==> src/rtl/fetch_pkg.sv <==
// Shared types and defaults for the fetch queue.
// Optional build macro used by fetch_queue: FETCH_QUEUE_BYPASS_EN.
package fetch_pkg;

  localparam int unsigned FQ_XLEN  = 32;
  localparam int unsigned FQ_DEPTH = 4;

  typedef struct packed {
    logic [FQ_XLEN-1:0] pc;
    logic [FQ_XLEN-1:0] instr;
    logic               pred_taken;
    logic               btb_hit;
  } fetch_entry_t;

endpackage

==> src/rtl/fq_storage.sv <==
// Entry register array for the fetch queue: one write port, one asynchronous read port.
// Cleared on reset so the head fields read zero straight out of reset.
module fq_storage
  import fetch_pkg::*;
#(
  parameter int unsigned DEPTH   = FQ_DEPTH,
  parameter type         entry_t = fetch_entry_t
) (
  input  logic                     clk,
  input  logic                     reset,
  input  logic                     wr_en,
  input  logic [$clog2(DEPTH)-1:0] wr_addr,
  input  entry_t                   wr_data,
  input  logic [$clog2(DEPTH)-1:0] rd_addr,
  output entry_t                   rd_data
);

  entry_t mem [DEPTH];

  always_ff @(posedge clk or negedge reset) begin
    if (!reset) begin
      for (int unsigned i = 0; i < DEPTH; i++) mem[i] <= '0;
    end else if (wr_en) begin
      mem[wr_addr] <= wr_data;
    end
  end

  assign rd_data = mem[rd_addr];

endmodule

==> src/rtl/fetch_queue.sv <==
// Fetch queue between the PC generator and decode; flush drops all in-flight entries.
// Define FETCH_QUEUE_BYPASS_EN for a zero-latency fall-through path when empty.
module fetch_queue
  import fetch_pkg::*;
#(
  parameter int unsigned DEPTH = FQ_DEPTH,
  parameter int unsigned XLEN  = FQ_XLEN
) (
  input  logic                   clk,
  input  logic                   reset,
  input  logic                   flush,
  input  logic                   in_valid,
  output logic                   in_ready,
  input  logic [XLEN-1:0]        in_pc,
  input  logic [XLEN-1:0]        in_instr,
  input  logic                   in_pred_taken,
  input  logic                   in_btb_hit,
  output logic                   out_valid,
  input  logic                   out_ready,
  output logic [XLEN-1:0]        out_pc,
  output logic [XLEN-1:0]        out_instr,
  output logic                   out_pred_taken,
  output logic                   out_btb_hit,
  output logic [$clog2(DEPTH):0] count
);

  localparam int unsigned AW = $clog2(DEPTH);
  localparam logic [AW:0] FULL = (AW+1)'(DEPTH);

  typedef struct packed {
    logic [XLEN-1:0] pc;
    logic [XLEN-1:0] instr;
    logic            pred_taken;
    logic            btb_hit;
  } entry_t;

  logic [AW-1:0] rd_ptr, wr_ptr;
  logic [AW:0]   cnt;
  entry_t        wr_entry, rd_entry, head;
  logic          empty, full, push, pop, bypass;

  assign empty    = (cnt == '0);
  assign full     = (cnt == FULL);
  assign wr_entry = '{pc: in_pc, instr: in_instr, pred_taken: in_pred_taken, btb_hit: in_btb_hit};

`ifdef FETCH_QUEUE_BYPASS_EN
  // An entry handed straight to decode is never stored.
  assign bypass    = empty && in_valid && out_ready && !flush;
  assign out_valid = !empty || in_valid;
  assign head      = empty ? wr_entry : rd_entry;
`else
  assign bypass    = 1'b0;
  assign out_valid = !empty;
  assign head      = rd_entry;
`endif

  assign push     = in_valid && !full && !flush && !bypass;
  assign pop      = !empty && out_ready && !flush;
  assign in_ready = !full;
  assign count    = cnt;

  assign out_pc         = head.pc;
  assign out_instr      = head.instr;
  assign out_pred_taken = head.pred_taken;
  assign out_btb_hit    = head.btb_hit;

  fq_storage #(
    .DEPTH   (DEPTH),
    .entry_t (entry_t)
  ) u_storage (
    .clk     (clk),
    .reset   (reset),
    .wr_en   (push),
    .wr_addr (wr_ptr),
    .wr_data (wr_entry),
    .rd_addr (rd_ptr),
    .rd_data (rd_entry)
  );

  always_ff @(posedge clk or negedge reset) begin
    if (!reset) begin
      rd_ptr <= '0;
      wr_ptr <= '0;
      cnt    <= '0;
    end else if (flush) begin
      rd_ptr <= '0;
      wr_ptr <= '0;
      cnt    <= '0;
    end else begin
      if (push) wr_ptr <= wr_ptr + AW'(1);
      if (pop)  rd_ptr <= rd_ptr + AW'(1);
      case ({push, pop})
        2'b10:   cnt <= cnt + (AW+1)'(1);
        2'b01:   cnt <= cnt - (AW+1)'(1);
        default: cnt <= cnt;
      endcase
    end
  end

endmodule
==> config.mk <==
export PLATFORM = sky130hd
export DESIGN_NAME = fetch_queue
export DESIGN_NICKNAME = d
export VERILOG_FILES = /design/src/rtl/fetch_pkg.sv /design/src/rtl/fq_storage.sv /design/src/rtl/fetch_queue.sv
export SDC_FILE = /design/constraint.sdc
export NUM_CORES = 1
export LEC_CHECK = 0
export ABC_AREA = 1
export CAP_MARGIN = 20
export CORE_MARGIN = 2
export CORE_UTILIZATION = 45
export CTS_CLUSTER_DIAMETER = 50
export CTS_CLUSTER_SIZE = 28
export DETAILED_ROUTE_END_ITERATION = 12
export PLACE_DENSITY = 0.69
export SETUP_SLACK_MARGIN = 0.5
export SYNTH_ARGS = -nofsm -noshare
export SYNTH_HDL_FRONTEND = slang
export SYNTH_SLANG_ARGS = --single-unit
==> constraint.sdc <==
create_clock -name clk -period 2 [get_ports clk]
set_clock_uncertainty 0.05 [all_clocks]
set_input_delay 0.6 -clock clk [delete_from_list [all_inputs] [get_ports clk]]
set_output_delay 0.6 -clock clk [all_outputs]
set_load 0.01 [all_outputs]
==> out/results.txt <==
status: complete, but fails checks
failing checks: negative setup slack
RR Startpoint: count[0]$_DFFE_PN0P_
post-route worst setup slack: -0.6958 ns
Num CTS Buffers: 29
total of fill cells in the finished design: 1433
PwrDens: 1436 nW/um2
Avg Inst Size Synth: 8.828 um2
# setup viols final: 94
vias in the first global route: 11250
unrepaired setup endpoints after global routing: true
hpwl dp: 18930 um
global-route usage over all layers: 28.44%
die height: 166.7 um
DP Area: 14720 um2
most frequent cells in the layout: dfrtp_1 (266), o21ai_2 (192), o21ai_1 (166)
internal cell power: 17.35 mW
met1 Use GR: 37.68%
Comb power frac: 46.4%
Post-Syn Nets: 1425
sequential share of power: 34.6%
kind of critical path: reg -> out
commonest non-fill, non-tap cell in the layout: dfrtp_1
first-pass GRT wire length: 62850 um
Synth Cell Area: 11910 um2
Final Max Tran Viols: 0
Clk pwr share: 19.1%
synth warn: 0
arrival time at the worst endpoint: 2.05 ns
clock root buffer: clkbuf_16
Slew headroom: 60.82%
Net Sw Power: 11.69 mW
num rows: 59
area delta synth->final: 69.79%
# diodes: 0
Critical Path Source Type: flop
worst r2r dst: u_storage.mem[10]$_DFFE_PN0P_
Final period util: 134.8%
share of cells above drive strength 1: 52.20%
Sink Count: 271
routed wire length per instance: 24.73 um
dpl ws: -0.4090 ns
port bufs: 141
vias: 12230
worst-path fanout max: 11
sequential share of the synthesized area: 56.94%
Design Area, Final: 20220 um2
Die X: 166.7 um
Synth Instances: 1349
gp weighted congestion: 0.7979
drt total wl: 49360 um
initial antenna violation count: 0
IO Pins: 142
clock buffer depth: 3
worst vdd ir: 1.205 mV
R2R depth: 13
Hold Vio Cnt, Final: 0
setup TNS: -37.36 ns
clock tree from TritonCTS: built
met3 GRT Util: 4.943%
Worst Hold Class: in -> async
Leakage: 9.181 nW
Initial Utilization: 45.70%
largest net degree at the start of global routing: 56
Core Util, Final: 77.60%
gr busiest metal: met2
highest cell delay on the worst timing path: 0.45 ns
reg2reg setup slack: -0.05 ns
DRT iter0 DRCs: 1348
Req. time, crit path: 1.35 ns
antenna-violating nets left: 0
DR pass1 iterations: 7
Crit-path slowest cell: dfrtp_4
overall die area: 27780 um2
hold slack final: 0.4388 ns
Post-route DRC: 0
global route total overflow: 0
Yosys cell types: 23
H-tree depth: 1
layout net count: 1715
CP Buf/Inv Count: 4
Max Clock Freq: 371.0 MHz
Clock Latency Late Sink: 0.55 ns
Core Area: 26060 um2
Cell Chain, Critical Path: buf_12, inv_16, buf_16, o21ai_0, o22ai_2, buf_2
CP Capture Type: primary output
max-cap violations: 0
met2 GRT Util: 47.34%
Top delay family on crit path: buffers and inverters
post-layout minimum cycle time: 2.696 ns
number of synthesized register bits: 271
Least-Margin Pin Slew: 0.5877 ns
clk slew on worst S/H paths: 0.07 ns
Net Sw Frac: 40.26%
vias per inst: 6.129
-- cells in the mapped netlist --
cell,instances,area [um2]
fa_1,1,20.02
clkbuf_1,51,191.4
a21oi_1,3,15.01
o21ai_2,4,35.03
nor2_2,1,6.260
dfrtp_1,271,6782
nand3_1,1,5.000
nand2_1,286,1074
a21boi_0,1,7.510
xnor2_1,1,8.760
o22ai_1,66,412.9
nand3_4,1,17.52
inv_6,1,8.760
o21ai_1,62,310.3
inv_1,75,281.5
ha_1,4,50.05
buf_2,10,50.05
buf_6,33,371.6
clkbuf_2,1,5.000
nor2_1,133,499.2
o21ai_0,334,1672
buf_4,4,30.03
nand2_4,5,56.30
-- power groups by stage --
stage | Clock (mW) | Combinational (mW) | Sequential (mW)
3_3_place_gp | 0 | 9.11 | 9.12
2_1_floorplan | 0 | 5.97 | 8.86
4_1_cts | 5.46 | 11.3 | 9.38
3_5_place_dp | 0 | 9.29 | 9.18
5_1_grt | 5.80 | 14.3 | 10.2
6_report | 5.54 | 13.5 | 10.0
-- cells by family (layout without fill, tap and decap cells) --
kind of cell	Yosys count	count (layout)	share of synthesized area, %
AOI/OAI and AO/OA	470	470	20.59
xor gates and xnor gates	1	1	0.07356
adders and majority gates	5	5	0.5884
buffers and inverters	175	482	7.880
DFF	271	271	56.94
and+or+nand+nor	427	432	13.92
-- per-layer routing --
metal  vias up  share of wire (%)
met1      6153                 37
met4         0                5.6
met5         -                  0
li1       5147                  -
met2       712                 49
met3       222                7.7
-- through the flow --
stage	total power, mW	instances
6_report	29.04	1996
5_1_grt	30.26	1996
4_1_cts	26.17	1941
3_5_place_dp	18.48	1797
3_3_place_gp	18.23	1797
2_1_floorplan	14.83	1349
-- how the worst max path moves through the flow --
stage,start,to,cells past startpoint
finish,rd_ptr[0]$_DFFE_PN0P_,out_instr[9],6
global route,rd_ptr[0]$_DFFE_PN0P_,out_instr[9],6
CTS,rd_ptr[0]$_DFFE_PN0P_,out_pc[6],7
detailed placement,rd_ptr[0]$_DFFE_PN0P_,out_instr[26],5
global placement,rd_ptr[0]$_DFFE_PN0P_,out_pc[6],5
floorplan,count[1]$_DFFE_PN0P_,count[2]$_DFFE_PN0P_,13
-- flip-flops by register name (all words and copies together), names as in the netlist --
signal         flops
count              3
wr_ptr             2
rd_ptr             2
u_storage.mem    264
-- final cells by class --
cell class / instances / area (um2) / area share [%]
repair buffers: 350 / 5005 / 24.75
clock inverters: 19 / 210.2 / 1.040
repair inverters: 3 / 45.04 / 0.2228
flip-flops and latches: 271 / 6790 / 33.58
clock buffers: 34 / 754.5 / 3.731
well taps: 335 / 419.2 / 2.073
inverters: 76 / 322.8 / 1.596
multi-input cells: 908 / 6674 / 33.01
-- repair_timing --
item / CTS / global route
hold buffers: 1 / 0
gates resized for setup: 638 / 380
cloned: 49 / 27
setup endpoints to repair: 338 / 342
buffers inserted: 41 / 28
pin swaps: 70 / 44
endpoints found under the hold margin: 14 / 0
Power figures use the tool's default switching activity.
